--- src/rtl/mmio_uart_tx.sv ---
// Memory-mapped 8N1 UART transmitter on the CPU store bus.
// Stores to the 16-byte window push bytes into a TX FIFO or clear the sticky
// overflow flag. A serializer drains the FIFO as back-to-back frames. The
// decode, read data and RAM write gating are combinational so that the
// single-cycle CPU read path sees them in the same cycle.
module mmio_uart_tx #(
  parameter logic [31:0] BASE_ADDR    = 32'h0200_0000,
  parameter int          CLKS_PER_BIT = 16,
  parameter int          FIFO_DEPTH   = 8
) (
  input  logic        clk,
  input  logic        reset,
  input  logic        MemWrite,
  input  logic [31:0] Mem_WrAddr,
  input  logic [31:0] Mem_WrData,
  input  logic [1:0]  Store,
  output logic        mmio_hit,
  output logic [31:0] mmio_rdata,
  output logic        dmem_we,
  output logic        uart_tx,
  output logic        tx_irq
);

  localparam int AW  = $clog2(FIFO_DEPTH);
  localparam int AW1 = AW + 1;
  localparam int BW  = $clog2(CLKS_PER_BIT);

  localparam logic [AW1-1:0] DEPTH_C   = AW1'(FIFO_DEPTH);
  localparam logic [AW1-1:0] COUNT_ONE = AW1'(1);
  localparam logic [AW-1:0]  PTR_ONE   = AW'(1);
  localparam logic [BW-1:0]  BAUD_LAST = BW'(CLKS_PER_BIT - 1);
  localparam logic [BW-1:0]  BAUD_ONE  = BW'(1);

  typedef enum logic [1:0] {
    IDLE  = 2'd0,
    START = 2'd1,
    DATA  = 2'd2,
    STOP  = 2'd3
  } state_t;

  state_t          state;
  logic [BW-1:0]   baud_cnt;
  logic [2:0]      bit_idx;
  logic [7:0]      shreg;

  logic [7:0]      mem [FIFO_DEPTH];
  logic [AW-1:0]   wr_ptr;
  logic [AW-1:0]   rd_ptr;
  logic [AW1-1:0]  count;
  logic            overflow;

  logic            hit;
  logic [1:0]      offset;
  logic            empty;
  logic            full;
  logic            baud_end;
  logic            pop;
  logic            push_req;
  logic            push;
  logic            clr_ovf;
  logic [31:0]     count_wide;
  logic [3:0]      cnt_field;
  logic [31:0]     status;

  // The store width, the byte lane bits of the address and the upper data
  // bits carry no meaning for this window.
  logic            unused_inputs;
  assign unused_inputs = ^{Store, Mem_WrAddr[1:0], Mem_WrData[31:8]};

  // Window decode and RAM write gating.
  assign hit      = (Mem_WrAddr[31:4] == BASE_ADDR[31:4]);
  assign offset   = Mem_WrAddr[3:2];
  assign mmio_hit = hit;
  assign dmem_we  = MemWrite & ~hit;

  // FIFO flags and handshakes. A pop happens whenever the serializer can
  // accept a byte: from IDLE, or on the last cycle of STOP. A push into a
  // full FIFO still succeeds when a pop frees a slot on the same edge.
  assign empty    = (count == '0);
  assign full     = (count == DEPTH_C);
  assign baud_end = (baud_cnt == BAUD_LAST);
  assign pop      = ~empty & ((state == IDLE) | ((state == STOP) & baud_end));
  assign push_req = ~reset & MemWrite & hit & (offset == 2'd0);
  assign push     = push_req & (~full | pop);
  assign clr_ovf  = MemWrite & hit & (offset == 2'd1) & Mem_WrData[3];

  assign tx_irq   = empty & (state == IDLE);

  // STATUS assembly, with the count field saturating at 15.
  assign count_wide = 32'(count);
  assign cnt_field  = (count_wide > 32'd15) ? 4'hF : count_wide[3:0];
  assign status     = {24'h0, cnt_field, overflow, empty, full, (state != IDLE)};

  // Read mux for the window: only STATUS returns non-zero data.
  // NOTE: every output of an always_comb gets a default first so no path
  // leaves it unassigned and a latch is never inferred.
  always_comb begin
    mmio_rdata = 32'h0;
    if (hit && (offset == 2'd1)) begin
      mmio_rdata = status;
    end
  end

  // FIFO storage; stale contents are harmless because the pointers and
  // count define what is valid.
  // NOTE: the storage array has no reset, which keeps it mappable to plain
  // RAM; flushing is done by resetting the pointers and count only.
  always_ff @(posedge clk) begin
    if (push) begin
      mem[wr_ptr] <= Mem_WrData[7:0];
    end
  end

  // FIFO pointers, occupancy and the sticky overflow flag.
  // NOTE: sequential state uses non-blocking assignments so every register
  // samples the pre-edge values, independent of statement order.
  always_ff @(posedge clk) begin
    if (reset) begin
      wr_ptr   <= '0;
      rd_ptr   <= '0;
      count    <= '0;
      overflow <= 1'b0;
    end else begin
      if (push) begin
        wr_ptr <= wr_ptr + PTR_ONE;
      end
      if (pop) begin
        rd_ptr <= rd_ptr + PTR_ONE;
      end
      case ({push, pop})
        2'b10:   count <= count + COUNT_ONE;
        2'b01:   count <= count - COUNT_ONE;
        default: count <= count;
      endcase
      if (push_req && full && !pop) begin
        overflow <= 1'b1;
      end else if (clr_ovf) begin
        overflow <= 1'b0;
      end
    end
  end

  // Serializer: start bit, 8 data bits LSB first, stop bit, each held for
  // CLKS_PER_BIT cycles, with uart_tx registered and chained frames having
  // no idle gap.
  always_ff @(posedge clk) begin
    if (reset) begin
      state    <= IDLE;
      uart_tx  <= 1'b1;
      baud_cnt <= '0;
      bit_idx  <= '0;
      shreg    <= '0;
    end else begin
      case (state)
        IDLE: begin
          uart_tx <= 1'b1;
          if (pop) begin
            shreg    <= mem[rd_ptr];
            baud_cnt <= '0;
            uart_tx  <= 1'b0;
            state    <= START;
          end
        end
        START: begin
          if (baud_end) begin
            baud_cnt <= '0;
            bit_idx  <= '0;
            uart_tx  <= shreg[0];
            state    <= DATA;
          end else begin
            baud_cnt <= baud_cnt + BAUD_ONE;
          end
        end
        DATA: begin
          if (baud_end) begin
            baud_cnt <= '0;
            if (bit_idx == 3'd7) begin
              uart_tx <= 1'b1;
              state   <= STOP;
            end else begin
              bit_idx <= bit_idx + 3'd1;
              uart_tx <= shreg[bit_idx + 3'd1];
            end
          end else begin
            baud_cnt <= baud_cnt + BAUD_ONE;
          end
        end
        STOP: begin
          if (baud_end) begin
            baud_cnt <= '0;
            if (pop) begin
              shreg   <= mem[rd_ptr];
              uart_tx <= 1'b0;
              state   <= START;
            end else begin
              state   <= IDLE;
            end
          end else begin
            baud_cnt <= baud_cnt + BAUD_ONE;
          end
        end
        default: begin
          state   <= IDLE;
          uart_tx <= 1'b1;
        end
      endcase
    end
  end

endmodule

--- config.mk ---
export PLATFORM = sky130hd
export DESIGN_NAME = mmio_uart_tx
export DESIGN_NICKNAME = d
export VERILOG_FILES = /design/src/rtl/mmio_uart_tx.sv
export SDC_FILE = /design/constraint.sdc
export NUM_CORES = 1
export LEC_CHECK = 0
export ABC_AREA = 1
export CAP_MARGIN = 10
export CORE_MARGIN = 2
export CORE_UTILIZATION = 45
export CTS_BUF_LIST = sky130_fd_sc_hd__clkbuf_16
export DETAILED_ROUTE_END_ITERATION = 6
export GPL_TIMING_DRIVEN = 0
export PLACE_DENSITY = 0.84
export SLEW_MARGIN = 10
export SYNTH_ARGS = -nofsm -noshare
export SYNTH_HDL_FRONTEND = slang
export SYNTH_SLANG_ARGS = --single-unit
--- constraint.sdc ---
create_clock -name clk -period 3.9 [get_ports clk]
set_input_delay 0.975 -clock clk [delete_from_list [all_inputs] [get_ports clk]]
set_output_delay 0.975 -clock clk [all_outputs]
set_load 0.02 [all_outputs]
==> Implementation_results.wiki <==
{| class="wikitable"
! Metric !! Value
|-
| Number of input and output port buffers inserted || 52
|-
| Max_slew headroom || 0.410
|-
| Number of design-rule violations left by the first detailed-router iteration || 250
|-
| Initial antenna violation count || 0
|-
| Total Routed Length || 10700 µm
|-
| Reported leakage power || ~2.4 nW
|-
| Final worst clock skew || ~7.6 ps
|-
| Starting density of the core || 0.466
|-
| Maximum number of pins on one net before global-route repair || 19
|-
| Number of instances in the synthesized netlist || ~480
|-
| Transition time of the tightest slew-check pin || slightly below 900 ps
|-
| Warnings, synthesis || 0
|-
| Number of H-tree branching levels || 3
|-
| Arrival time reported for the critical path endpoint || 2660 ps
|-
| Horizontal extent of the die || 105 µm
|-
| Average routed wire per standard cell || around 15 µm
|-
| Number of global-route vias before repair || 3561
|-
| Global route total overflow || 0
|-
| Worst min-delay path category || flip-flop to flip-flop
|-
| Result of the run || complete, no violations
|-
| Final GP Congestion || ~0.84
|-
| Top achievable clock speed || approximately 280 MHz
|-
| Max VDD drop || around 420 µV
|-
| Number of sinks on the clock net || 96
|-
| CTS tree || done
|-
| Crit path time final || ~3600 ps
|-
| CTS Hold Buffers Added || 0
|-
| Most common cell after layout, fill and taps aside || sky130_fd_sc_hd__nand2_1
|-
| Final Hold Violating Endpoints || 0
|-
| Part of the cycle the worst path needs || 0.932
|-
| Worst slack after detailed placement || -28.6 ps
|-
| Area post-placement || around 5400 µm²
|-
| Wire length of the first global-routing pass || between 15000 and 20000 µm
|-
| Final total negative setup slack || 0 ps
|-
| Fraction of registers with async set/reset || 0
|-
| Count of unresolved DRC violations after routing || 0
|-
| Die Footprint || between 10000 and 15000 µm²
|-
| Number of synthesized register bits || 96
|-
| Floorplan core area || 9860 µm²
|-
| Number of ports placed on the die boundary || between 100 and 150
|-
| Net count of the finished layout || 650
|-
| Vertical die dimension || between 100 and 150 µm
|-
| Main flop type after synthesis || sky130_fd_sc_hd__edfxtp_1
|-
| Bufs on Longest Clock Path || 2
|-
| Worst Path Class, Setup || input pin to output port
|-
| Max Cap Viol || 0
|-
| Clock latency of the later-clocked register in the worst-skew pair || ~350 ps
|-
| Finished layout cell area || between 5000 and 6000 µm²
|-
| Cell type contributing the most total cell area after synthesis || sky130_fd_sc_hd__edfxtp_1
|-
| Critical path startpoint category || input pin
|-
| Ratio of routed vias to standard cells || approximately 5.2
|-
| Clock slew at reported path FFs || ~70 ps
|-
| Antenna Cells || 0
|-
| Detailed-route via count || about 3700
|-
| Mean instance size in the synthesized netlist || between 9 and 10 µm²
|-
| Ratio of cells with drive above 1 in the final layout || 0.138
|-
| Summed instance area of the synthesized netlist || between 4000 and 5000 µm²
|-
| Cells after DPL || between 600 and 700
|-
| Total global routing track utilization || 0.195
|-
| Required @ worst endpoint || a little under 3000 ps
|-
| Count of nets left with antenna violations after detail routing || 0
|-
| Top cells by area in the synthesized netlist || sky130_fd_sc_hd__edfxtp_1, sky130_fd_sc_hd__dfxtp_1, sky130_fd_sc_hd__nand2_1
|-
| Count of flip-flops with a built-in enable after synthesis || between 60 and 70
|-
| Root cell of the clock tree || sky130_fd_sc_hd__clkbuf_16
|-
| Number of rows in the core area || 36
|-
| Nature of the critical path endpoint || output port
|-
| Commonest cells after routing, fill and taps aside || sky130_fd_sc_hd__nand2_1, sky130_fd_sc_hd__nor2_1, sky130_fd_sc_hd__edfxtp_1
|-
| Final setup violation count || 0
|-
| Power density over the cells || approximately 570 nW/µm²
|-
| Largest fanout of any net on the critical path || 9
|-
| Share of the yosys chip area belonging to registers || 0.557
|-
| HPWL reported at the end of detailed placement || between 7000 and 8000 µm
|-
| Final critical-path setup slack || roughly 270 ps
|-
| Fraction of post-synthesis cell area in the top cell type by area || 0.418
|-
| Layout Cells excl Fill || roughly 700
|-
| Number of unique standard cell types used by synthesis || 35
|-
| Total clock buffers created by CTS || 9
|-
| Unrepaired setup endpoints after global routing || no
|-
| Max-slew violation count || 0
|-
| Number of iterations in the first detailed-routing pass || 5
|-
| Overall power consumption || 0.00328 W
|-
| Relative area change from synthesis to final layout || 25.0%
|}
## stage by stage
stage | utilization | hold WS (ps)
2_1_floorplan | - | 433
3_3_place_gp | 0.545 | 445
3_5_place_dp | 0.549 | 459
4_1_cts | 0.581 | 467
5_1_grt | 0.583 | 492
6_report | 0.583 | 465
## kinds of logic (layout without fill, tap and decap cells)
kind of cell | after synthesis | after routing | synth area share
AO/OA/AOI/OAI | 78 | 78 | 0.100
XOR/XNOR | 2 | 2 | 0.00381
adder cells (fa/ha/maj) | 13 | 13 | 0.0370
buffers and inverters | 76 | 147 | 0.0833
flip-flops | 96 | 96 | 0.557
other | 1 | 24 | 0.000816
AND/OR/NAND/NOR | 213 | 213 | 0.217
## worst paths after layout
kind | start | endpoint | slack, ps | cells past startpoint
worst max-delay path | Mem_WrAddr[29] | mmio_rdata[1] | 270 | 8
worst min register to register | rd_ptr[2]$_SDFFE_PP0N_ | flip-flop | 470 | 2
worst min-delay path | rd_ptr[2]$_SDFFE_PP0N_ | flip-flop | 470 | 2
worst max register to register | baud_cnt[0]$_SDFFE_PP0N_ | mem[7][7]$_DFFE_PP_ | 1230 | 10
## per-layer routing
layer / up-vias / GRT usage / share of wire
met4: 0 / 0.0695 / 0.016
met3: 17 / 0.0418 / 0.063
li1: 1759 / - / -
met2: 167 / 0.352 / 0.53
met5: - / 0 / 0
met1: 1726 / 0.228 / 0.39
## report_power, final
| group | switching, W | internal (W) | leakage, nW |
|---|---|---|---|
| combinational | 0.000707 | 0.000400 | 1.43 |
| clock | 0.000402 | 0.000509 | 0.149 |
| sequential | 0.0000784 | 0.00118 | 0.837 |
| total | 0.00119 | 0.00209 | 2.42 |
## registers in the layout, summed over array words and instances (netlist names), named ones only
register and cells:
rd_ptr 3, bit_idx 3, overflow 1, baud_cnt 4, count 4, wr_ptr 3, state 2, uart_tx 1
shreg 8, mem 64
## what timing repair did
| item | CTS | global route |
|---|---|---|
| endpoints found under the setup margin | 1 | 7 |
| resized for setup | 1 | 7 |
| setup buffers | 0 | 0 |
| pin swaps | 0 | 0 |
## synthesized netlist by cell type (all sizes together) (2+ instances only)
master,n
nand2,92
nor2,87
xnor2,2
edfxtp,64
ha,12
inv,40
o21ai,26
a211oi,3
clkbuf,8
nor3,9
buf,28
o32ai,16
nand4,2
a21oi,31
nand3,20
dfxtp,32
## worst max-delay path: stages
cell,delay (ps)
sky130_fd_sc_hd__clkdlybuf4s50_1,410
sky130_fd_sc_hd__nor2_1,90
sky130_fd_sc_hd__and2_1,160
sky130_fd_sc_hd__nand3_4,100
sky130_fd_sc_hd__nor2_8,180
sky130_fd_sc_hd__nand3b_2,190
sky130_fd_sc_hd__nor3_1,180
sky130_fd_sc_hd__dlygate4sd2_1,370
## layout make-up
class	count	area [µm²]
fillers	795	4120
clock inverters	7	88.8
inverters	40	153
plain buffers	36	230
multi-input cells	330	1760
repair buffers	55	559
flip-flops and latches	96	2560
clock buffers	9	225
well taps	133	166
Power figures use the tool's default switching activity.
